$ cat src/rtl/btb_pkg.sv
// Shared types for the BTB update path: write-request record and controller states.
package btb_pkg;
  localparam int ADDR_WIDTH = 6;
  localparam int PC_BITS    = 11;

  typedef struct packed {
    logic [PC_BITS-1:0] pc;
    logic [PC_BITS-1:0] target;
    logic               valid;
  } btb_wr_req_t;

  typedef enum logic {ST_CLEAR, ST_RUN} state_t;
endpackage

$ cat src/rtl/btb_wr_fifo.sv
// Pending BTB write queue: synchronous FIFO, push and pop allowed in the same cycle.
module btb_wr_fifo
  import btb_pkg::*;
#(
  parameter int DEPTH = 4
) (
  input  logic        clk,
  input  logic        rst_n,
  input  logic        clear,
  input  logic        push,
  input  logic        pop,
  input  btb_wr_req_t din,
  output btb_wr_req_t dout,
  output logic        full,
  output logic        empty
);
  localparam int AW = $clog2(DEPTH);

  btb_wr_req_t    mem [DEPTH];
  logic [AW:0]    wr_ptr, rd_ptr;
  logic           do_push, do_pop;

  assign empty   = (wr_ptr == rd_ptr);
  assign full    = (wr_ptr[AW] != rd_ptr[AW]) && (wr_ptr[AW-1:0] == rd_ptr[AW-1:0]);
  assign do_pop  = pop && !empty;
  // a full queue still accepts when the head leaves on the same edge
  assign do_push = push && (!full || do_pop);
  assign dout    = mem[rd_ptr[AW-1:0]];

  always_ff @(posedge clk) begin
    if (!rst_n || clear) begin
      wr_ptr <= '0;
      rd_ptr <= '0;
    end else begin
      if (do_push) wr_ptr <= wr_ptr + (AW+1)'(1);
      if (do_pop)  rd_ptr <= rd_ptr + (AW+1)'(1);
    end
  end

  always_ff @(posedge clk) begin
    if (do_push) mem[wr_ptr[AW-1:0]] <= din;
  end
endmodule

$ cat src/rtl/btb_update_ctrl.sv
// Branch-resolution controller: mispredict redirect, queued BTB writes, and the
// invalidate sweep that owns the BTB write port after reset or flush.
module btb_update_ctrl #(
  parameter int ADDR_WIDTH = btb_pkg::ADDR_WIDTH,
  parameter int PC_BITS    = btb_pkg::PC_BITS,
  parameter int FIFO_DEPTH = 4
) (
  input  logic               clk,
  input  logic               rst_n,
  input  logic               resolve_valid,
  input  logic [PC_BITS-1:0] resolve_pc,
  input  logic               resolve_taken,
  input  logic [PC_BITS-1:0] resolve_target,
  input  logic               pred_hit,
  input  logic [PC_BITS-1:0] pred_target,
  input  logic               flush_btb,
  output logic               redirect,
  output logic [PC_BITS-1:0] redirect_pc,
  output logic               btb_wr_en,
  output logic [PC_BITS-1:0] btb_wr_pc,
  output logic [PC_BITS-1:0] btb_wr_target,
  output logic               btb_wr_valid,
  output logic               busy,
  output logic [7:0]         drop_cnt
);
  import btb_pkg::*;

  state_t                state, state_nxt;
  logic [ADDR_WIDTH-1:0] sweep_idx, sweep_ix;
  logic                  flush_run, mispredict, req_vld, do_pop, sweeping, drop;
  logic                  fifo_full, fifo_empty;
  btb_wr_req_t           req, head;

  assign mispredict = resolve_valid &&
                      (resolve_taken ? (!pred_hit || pred_target != resolve_target) : pred_hit);
  // flush is only honoured in RUN; an in-flight sweep is never restarted
  assign flush_run  = flush_btb && (state == ST_RUN);
  assign req_vld    = mispredict && !flush_run;
  assign do_pop     = (state == ST_RUN) && !flush_btb && !fifo_empty;
  assign drop       = req_vld && fifo_full && !do_pop && (drop_cnt != 8'hFF);
  assign sweeping   = (state == ST_CLEAR) || flush_run;
  // the flush edge itself issues index 0 so the sweep starts the very next cycle
  assign sweep_ix   = flush_run ? '0 : sweep_idx;

  always_comb begin
    req        = '0;
    req.pc     = resolve_pc;
    req.target = resolve_taken ? resolve_target : '0;
    req.valid  = resolve_taken;
  end

  btb_wr_fifo #(.DEPTH(FIFO_DEPTH)) u_fifo (
    .clk   (clk),
    .rst_n (rst_n),
    .clear (flush_run),
    .push  (req_vld),
    .pop   (do_pop),
    .din   (req),
    .dout  (head),
    .full  (fifo_full),
    .empty (fifo_empty)
  );

  always_ff @(posedge clk) begin
    if (!rst_n) state <= ST_CLEAR;
    else        state <= state_nxt;
  end

  always_comb begin
    state_nxt = state;
    case (state)
      ST_CLEAR: if (sweep_idx == '1) state_nxt = ST_RUN;
      ST_RUN:   if (flush_btb)       state_nxt = ST_CLEAR;
      default:                       state_nxt = ST_CLEAR;
    endcase
  end

  always_ff @(posedge clk) begin
    if (!rst_n) begin
      redirect      <= 1'b0;
      redirect_pc   <= '0;
      btb_wr_en     <= 1'b0;
      btb_wr_pc     <= '0;
      btb_wr_target <= '0;
      btb_wr_valid  <= 1'b0;
      busy          <= 1'b1;
      drop_cnt      <= '0;
      sweep_idx     <= '0;
    end else begin
      redirect <= mispredict;
      if (mispredict)
        redirect_pc <= resolve_taken ? resolve_target : resolve_pc + PC_BITS'(1);
      if (sweeping) begin
        btb_wr_en     <= 1'b1;
        btb_wr_pc     <= {{(PC_BITS-ADDR_WIDTH){1'b0}}, sweep_ix};
        btb_wr_target <= '0;
        btb_wr_valid  <= 1'b0;
        busy          <= 1'b1;
        sweep_idx     <= sweep_ix + ADDR_WIDTH'(1);
      end else begin
        btb_wr_en     <= do_pop;
        btb_wr_pc     <= do_pop ? head.pc     : '0;
        btb_wr_target <= do_pop ? head.target : '0;
        btb_wr_valid  <= do_pop && head.valid;
        busy          <= 1'b0;
      end
      if (drop) drop_cnt <= drop_cnt + 8'd1;
    end
  end
endmodule

$ cat config.mk
export PLATFORM = sky130hd
export DESIGN_NAME = btb_update_ctrl
export DESIGN_NICKNAME = d
export VERILOG_FILES = /design/src/rtl/btb_pkg.sv /design/src/rtl/btb_wr_fifo.sv /design/src/rtl/btb_update_ctrl.sv
export SDC_FILE = /design/constraint.sdc
export NUM_CORES = 1
export LEC_CHECK = 0
export CAP_MARGIN = 10
export CORE_MARGIN = 2
export CORE_UTILIZATION = 50
export CTS_BUF_LIST = sky130_fd_sc_hd__clkbuf_16
export CTS_CLUSTER_DIAMETER = 150
export DETAILED_ROUTE_END_ITERATION = 6
export HOLD_SLACK_MARGIN = 0.15
export PLACE_DENSITY_LB_ADDON = 0.3
export RECOVER_POWER = 25
export SYNTH_ARGS = -nofsm -noshare
export SYNTH_HDL_FRONTEND = slang
export SYNTH_SLANG_ARGS = --single-unit
$ cat constraint.sdc
create_clock -name clk -period 7 [get_ports clk]
set_input_delay 2.1 -clock clk [delete_from_list [all_inputs] [get_ports clk]]
set_output_delay 2.1 -clock clk [all_outputs]
set_load 0.02 [all_outputs]
**Word-level counts from Yosys, hierarchy flattened**

Memories as Yosys holds them, arrays and structs flattened. A register that Yosys moved wholly into a read port is not among the register bits.
Index checks and enable logic that the tools add are counted.

- Eq/ne operators: 6
- Multiplexer cells: 15
- Bitwise logic cells: 3
- Reduce and logical (&&, ||, !) cells: 25
- Add/subtract/negate cells: 5

Operators by type and width:

| cell | count |
|---|---|
| 2-to-1 mux 11 bit | 2 |
| 2-to-1 mux 6 bit | 3 |
| logical AND 1 bit | 12 |
| adder 11 x 1 -> 11 bit (second input constant) | 1 |
| != test 11 bit | 1 |
| adder 8 x 1 -> 8 bit (second input constant) | 1 |
| != test 8 bit (second input constant) | 1 |
| zero test 1 bit | 7 |
| 2-to-1 mux 1 bit | 7 |
| adder 3 x 1 -> 3 bit (second input constant) | 2 |
| adder 6 x 1 -> 6 bit (second input constant) | 1 |
| equality test 6 bit (second input constant) | 1 |
| logical OR 1 bit | 4 |
| 2-to-1 mux 2 bit | 2 |
| equality test 3 bit | 1 |
| NOT 1 bit | 3 |
| OR reduction 3 bit | 1 |
| equality test 2 bit | 1 |
| case mux 1 bit (2 select lines) | 1 |
| OR reduction 2 bit | 1 |
| != test 1 bit | 1 |

- Bits in registers: 58
- Bits of input ports: 39
- Bits in writable memories: 92
- Output and inout port bits: 45
- Memories kept: 1

Memory list:

| name | depth | width | rd ports | clocked after Yosys merged registers in | wr ports | RTL line | text |
|---|---|---|---|---|---|---|---|
| u_fifo.mem | 4 | 23 | 1 | 1 | 1 | btb_wr_fifo.sv:19 | `btb_wr_req_t mem [DEPTH];` |

**Longest topological paths before layout**

Gate-level depths: netlist of run 1.

- Word-level depth: 8
- Mapped depth: 7
- Mapped depth without buffers: 7

**By module**

Synthesis of run 1 repeated with hierarchy kept, for this count alone.

- Cell total of the unflattened synthesis: 438
- Area, all modules: 6,175.9 sq um

By module, submodules not included:

| module | sequential area each (sq um) | area each (sq um) | cells each | times used |
|---|---|---|---|---|
| btb_wr_fifo | 2,922.8 | 3,847.4 | 176 | 1 |
| btb_update_ctrl | 1,041.0 | 2,328.5 | 262 | 1 |

**Least setup slack after synthesis of run 1**

OpenSTA, ideal clock, no wires.

- Path kind: input to register
- Start point: input port resolve_target[8]
- End point: memory u_fifo.mem[0][0] in the netlist's numbering, enable pin
- Slack: 2.944 ns
- Setup time: 0.356 ns
- Cell stages on the path: 5
- Data arrival time: 3.700 ns
- Data required time: 6.644 ns
- Path through: xor2_1 -> or4_4 -> o31a_2 -> and3_4 -> and2_1

- Word-level cells in the longest chain between the ends: 8

Ends and longest elaborated chain:

| element | RTL line | text |
|---|---|---|
| start: declaration | btb_update_ctrl.sv:13 | `input logic [PC_BITS-1:0] resolve_target,` |
| != test 11 bit | btb_update_ctrl.sv:35 | `(resolve_taken ? (!pred_hit \|\| pred_target != resolve_target) : pred_hit);` |
| logical OR 1 bit | btb_update_ctrl.sv:35 |  |
| 2-to-1 mux 1 bit | btb_update_ctrl.sv:35 |  |
| logical AND 1 bit | btb_update_ctrl.sv:34 | `assign mispredict = resolve_valid &&` |
| logical AND 1 bit | btb_update_ctrl.sv:38 | `assign req_vld = mispredict && !flush_run;` |
| logical AND 1 bit | btb_wr_fifo.sv:27 | `assign do_push = push && (!full \|\| do_pop);` |
| 2-to-1 mux 1 bit | btb_wr_fifo.sv:41 | `if (do_push) mem[wr_ptr[AW-1:0]] <= din;` |
| 2-to-1 mux 1 bit (not written as such) | btb_wr_fifo.sv:41 |  |
| end: declaration | btb_wr_fifo.sv:19 |  |

No other way between the ends.

**Final worst setup path of run 1**

- Start point: input port resolve_taken
- End point: memory u_fifo.mem[2][19] in the netlist's numbering, enable pin

- Word-level cells in the longest chain between the ends: 6

Ends and longest elaborated chain:

| element | RTL line | text |
|---|---|---|
| start: declaration | btb_update_ctrl.sv:12 | `input logic resolve_taken,` |
| 2-to-1 mux 1 bit | btb_update_ctrl.sv:35 |  |
| logical AND 1 bit | btb_update_ctrl.sv:34 |  |
| logical AND 1 bit | btb_update_ctrl.sv:38 |  |
| logical AND 1 bit | btb_wr_fifo.sv:27 |  |
| 2-to-1 mux 1 bit | btb_wr_fifo.sv:41 |  |
| 2-to-1 mux 1 bit (not written as such) | btb_wr_fifo.sv:41 |  |

No other way between the ends.

==> impl_metrics.toml, run 1 <==
[setup_path]
critical_path.slowest_cell = "dlygate4sd3_1"
start_kind = "input pin"
crit_family = "simple AND/OR/NAND/NOR gates"
worstSetupPathType = "input pin to flop"
worstReg2RegStart = "state"
critPathCaptureType = "flop"
cp_data_required_time_ps = 6980
slowest_delay_ps = 1090
path_cells = "dlygate4sd3_1 > nand2_1 > or4_4 > o31a_2 > and3_4 > and2_1"
worstPathMaxFanout = 27
cp.arrival_ps = 5060
critPathBufInv = 1
crit_start = "resolve_taken"

[clocking]
cts.path.max_buffers = 2
post-cts-setup-buffers = 0
cts_root_buf = "clkbuf_16"
h-tree-depth = 4
clk_pin_slew_ps = 60
clk_latency_ps = 420
postCtsHoldBufs = 0
post_cts_resized = 0
tritoncts = "done"
cts_buffers = 17
cts.sinks = 152

[synthesis]
synth_commonest_cells = "edfxtp_1 (92), dfxtp_1 (60), nor2_1 (34)"
yosysMostFrequentCell = "edfxtp_1"
ys_top_cells_by_area = "edfxtp_1 (45%), dfxtp_1 (20%), mux4_2 (8.5%)"
async_flop_share_pct = 0
synth_top_area_share_pct = 45.2
syn-num-nets = 484
synth-warning-count = 0
synth_fa_ha_area_share_pct = 1.64
netlist_instances = 437
synth-xor-area-share_pct = 3.72
yosys.area_share.simple_pct = 12.4
synth_ff_type = "edfxtp_1"
synth_mux_area_share_pct = 9.62
syn_area_per_cell_um2 = 14.0
synth_top_family_by_area = "simple AND/OR/NAND/NOR gates"
synth_compound_area_share_pct = 5.44
yosys.area.top_type = "edfxtp_1"
synth-seq-area-share_pct = 64.8
synth_edf_count = 92
syn-cell-area_um2 = 6110
yosys_register_bits = 152
synth.distinct_cells = 43

[sta]
fin_crit_sh_pct = 72.5
skew_ps = 8.53
worst_pin_slew_ps = 1830
finalSetupTns_ps = 0
max_slew_margin_pct = -22.2
period_minus_slack_ps = 5080
fin_ws_ps = 1920
setup_viol = 0
maxSlewViolCount = 41
hold_ws_ps = 463
hold_viol = 0
rsz0062_at_grt = "no"
clock.fmax_ghz = 0.197

[grt]
grt_pass1_wl_um = 20500
gr-total-overflow = 0
grt_pass1_vias = 3978
antenna_found_initial = 0
grt_max_degree = 41
track_usage_pct = 21.1

[drt]
num_vias = 3864
finalWirelength_um = 13000
drc = 0
via_per_inst = 5.67
firstDrtPassIters = 4
drtIter0Drc = 306
antenna_left = 0
wl_per_cell_um = 19.1

[floorplan]
core_um2 = 12000
chipWidth_um = 115
fp-row-count = 40
die_area_um2 = 13100
start_util_pct = 51.1
io_pins = 84
die_height_um = 115

[placed_design]
gp_congestion = 0.775
dp_worst_setup_slack_ps = 1590
hpwlAfterDp_um = 8430
port_buffers = 83

[layout]
syn2layout_area_growth_pct = 25.5
diodes = 0
multiInputGateArea_um2 = 2010
layout-drive-gt1-share_pct = 12.0
fin_nets = 569
regArea_um2 = 3960
fill_cells = 875

[flow_run]
max_cap_violations = 1

[power]
power.density_nw_per_um2 = 267
total_leakage_power_nw = 2.67
ir_drop_mv = 0.166
report.power.total_mw = 2.05

[hold_path]
hp-start = "redirect_pc[3]"
hold_class = "flop to flop"

[run_status]
status = "finished with violations"
violations = "capacitance limit, slew limit"
## worst reg2reg max path, cell delays in order, from the launching register on
cell      delay [ps]
dfxtp_1          530
nand2b_1         300
nand4_1          250
and3_4           240
and2_1           970
## path summary, 6_finish.rpt
| check | endpoint | slack [ps] | depth (start not counted) |
|---|---|---|---|
| hold reg to reg | redirect_pc[3] | 460 | 2 |
| setup reg to reg | u_fifo.mem[2][19] | 4320 | 4 |
| setup / recovery | u_fifo.mem[2][19] | 1920 | 6 |
| hold / removal | redirect_pc[3] | 460 | 2 |
## stage by stage
stage          util [%]  area (µm²)  std cells
5_1_grt            64.1        7670        682
3_5_place_dp       58.9        7040        649
2_1_floorplan         -        6110        437
3_3_place_gp       58.9        7040        649
6_report           64.1        7670        682
4_1_cts            63.9        7650        681
## registers in the layout (all words and copies together) (netlist names), named ones only
signal,flops
btb_wr_pc,11
u_fifo.mem,92
u_fifo.rd_ptr,3
state,1
busy,1
btb_wr_valid,1
btb_wr_target,11
u_fifo.wr_ptr,3
sweep_idx,6
btb_wr_en,1
redirect,1
drop_cnt,8
redirect_pc,11
## power by group
| part | switching, mW | internal (mW) | leakage (nW) | total (mW) |
|---|---|---|---|---|
| Combinational | 0.0724 | 0.0577 | 1.05 | 0.130 |
| Clock | 0.353 | 0.576 | 0.291 | 0.929 |
| Sequential | 0.0114 | 0.979 | 1.34 | 0.990 |
## final cells by class
cell class / instances / area share, %
repair buffers: 87 / 11.4
clock inverters: 14 / 2.04
flip-flops and latches: 152 / 51.7
well taps: 147 / 2.40
inverters: 7 / 0.343
multi-input cells: 257 / 26.2
clock buffers: 18 / 5.87
## cells in the final DEF (no fill, tap or decap), types with 8 or more instances in the layout
master            n
dlygate4sd3_1    13
nand2_1          22
ha_1              8
a21oi_1          18
inv_1             8
clkbuf_16        18
nor2_1           34
and3_1           18
clkdlybuf4s50_1  70
nand3_1          17
and2_1           10
edfxtp_1         92
mux4_2           23
o21ai_0          10
dfxtp_1          60
xnor2_1          17
o31ai_1           8
xor2_1            9
## cell families after synthesis
kind of cell	after synthesis
AND/OR/NAND/NOR	143
AO/OA/AOI/OAI	50
multiplexers	30
buffers and inverters	28
adder cells (fa/ha/maj)	8
XOR/XNOR	26
flip-flops	152
## metal layers
layer | vias up | global-route usage [%] | wire, µm
met5 | - | 0 | 0
met4 | 0 | 9.27 | 294
met3 | 24 | 5.19 | 711
met2 | 145 | 34.4 | 6520
met1 | 1894 | 27.0 | 5500
li1 | 1801 | - | -
No activity file was read; power rests on OpenSTA's default activity.
==> run 2, diff against run 1 <==
clock period = 5.1 ns   (was 7 ns; I/O delays follow)
==> impl_metrics.toml, run 2 (synthesized netlist as in run 1, its figures left out) <==
[run_status]
status = "completed"

[setup_path]
worstSetupPathType = "input pin to flop"
path_cells = "dlygate4sd3_1 > buf_4 > o21a_1 > o31a_2 > and3_4 > and2_1"
cp_data_required_time_ps = 5120
crit_start = "resolve_taken"
start_kind = "input pin"
worstPathMaxFanout = 26
critPathCaptureType = "flop"
slowest_delay_ps = 900
critPathBufInv = 2
crit_family = "simple AND/OR/NAND/NOR gates"
worstReg2RegStart = "state"
critical_path.slowest_cell = "and2_1"
cp.arrival_ps = 4030

[sta]
finalSetupTns_ps = 0
rsz0062_at_grt = "no"
clock.fmax_ghz = 0.250
max_slew_margin_pct = 21.3
hold_viol = 0
period_minus_slack_ps = 4010
worst_pin_slew_ps = 1180
setup_viol = 0
skew_ps = 11.9
fin_crit_sh_pct = 78.5
maxSlewViolCount = 0

[hold_path]
hp-start = "redirect_pc[4]"
hold_class = "flop to flop"

[flow_run]
max_cap_violations = 0

[layout]
fin_area_um2 = 7670
fin_nets = 573
diodes = 0
layout-drive-gt1-share_pct = 11.7
largest_register_ffs = 92
layout_common_cells = "edfxtp_1 (92), clkdlybuf4s50_1 (70), dfxtp_1 (60)"
syn2layout_area_growth_pct = 25.5
layout_commonest_cell = "edfxtp_1"

[grt]
grt_max_degree = 40
gr-total-overflow = 0
track_usage_pct = 21.5
antenna_found_initial = 0
grt_pass1_vias = 3919
grt_pass1_wl_um = 20800

[floorplan]
start_util_pct = 51.1
die_area_um2 = 13100
die_height_um = 115
core_um2 = 12000
io_pins = 84
chipWidth_um = 115
fp-row-count = 40

[clocking]
cts_buffers = 17
post_cts_resized = 0
tritoncts = "done"
cts.sinks = 152
post-cts-setup-buffers = 0
cts_root_buf = "clkbuf_16"
cts.path.max_buffers = 2
clk_latency_ps = 420
postCtsHoldBufs = 0
clk_pin_slew_ps = 60
h-tree-depth = 4

[placed_design]
hpwlAfterDp_um = 8400
port_buffers = 83
place_area_um2 = 7080
gp_congestion = 0.752

[drt]
num_vias = 3825
drtIter0Drc = 344
wl_per_cell_um = 19.0
via_per_inst = 5.58
firstDrtPassIters = 5
finalWirelength_um = 13000
drc = 0
antenna_left = 0

[power]
ir_drop_mv = 0.215
report.power.total_mw = 2.80
power.density_nw_per_um2 = 365
total_leakage_power_nw = 2.70
==> run 2: power breakdown <==
group | switching [mW] | internal (mW)
Sequential | 0.0155 | 1.34
Clock | 0.461 | 0.804
Combinational | 0.0987 | 0.0815
==> run 2: stage by stage <==
stage / util, % / instances / setup slack (ps) / hold WS, ps
final: 64.2 / 686 / 1090 / 460
after global routing: 64.2 / 686 / 934 / 497
after CTS: 64.2 / 686 / 1150 / 467
after detailed placement: 59.2 / 654 / 741 / 452
after global placement: 59.2 / 654 / 827 / 445
after floorplan: - / 437 / 1610 / 492
==> run 2: tightest hold or removal path, stage by stage, from the launching register on <==
cell and delay (ps):
dfxtp_1 310, nand2_1 50, a21oi_1 50
==> run 2: worst paths after layout <==
kind / slack (ps) / end / depth (start not counted)
worst max-delay path: 1090 / u_fifo.mem[2][13] / 6
worst min-delay path: 460 / redirect_pc[4] / 2
worst max register to register: 2490 / u_fifo.mem[2][12] / 4
worst min register to register: 460 / redirect_pc[4] / 2
==> run 2: routing by layer <==
metal | track usage, % | up-vias | part of all wire (%)
met3 | 5.51 | 14 | 5.8
met2 | 35.5 | 118 | 52
met4 | 8.29 | 0 | 1.5
met5 | 0 | - | 0
met1 | 27.4 | 1885 | 40
li1 | - | 1808 | -
==> run 2: layout make-up <==
| type | instances | area [µm²] |
|---|---|---|
| Multi-Input combinational cell | 257 | 2010 |
| Sequential cell | 152 | 3960 |
| Inverter | 7 | 26.3 |
| Clock buffer | 17 | 425 |
| Timing Repair Buffer | 91 | 891 |
| Fill cell | 899 | 4290 |
| Clock inverter | 15 | 171 |
| Tap cell | 147 | 184 |
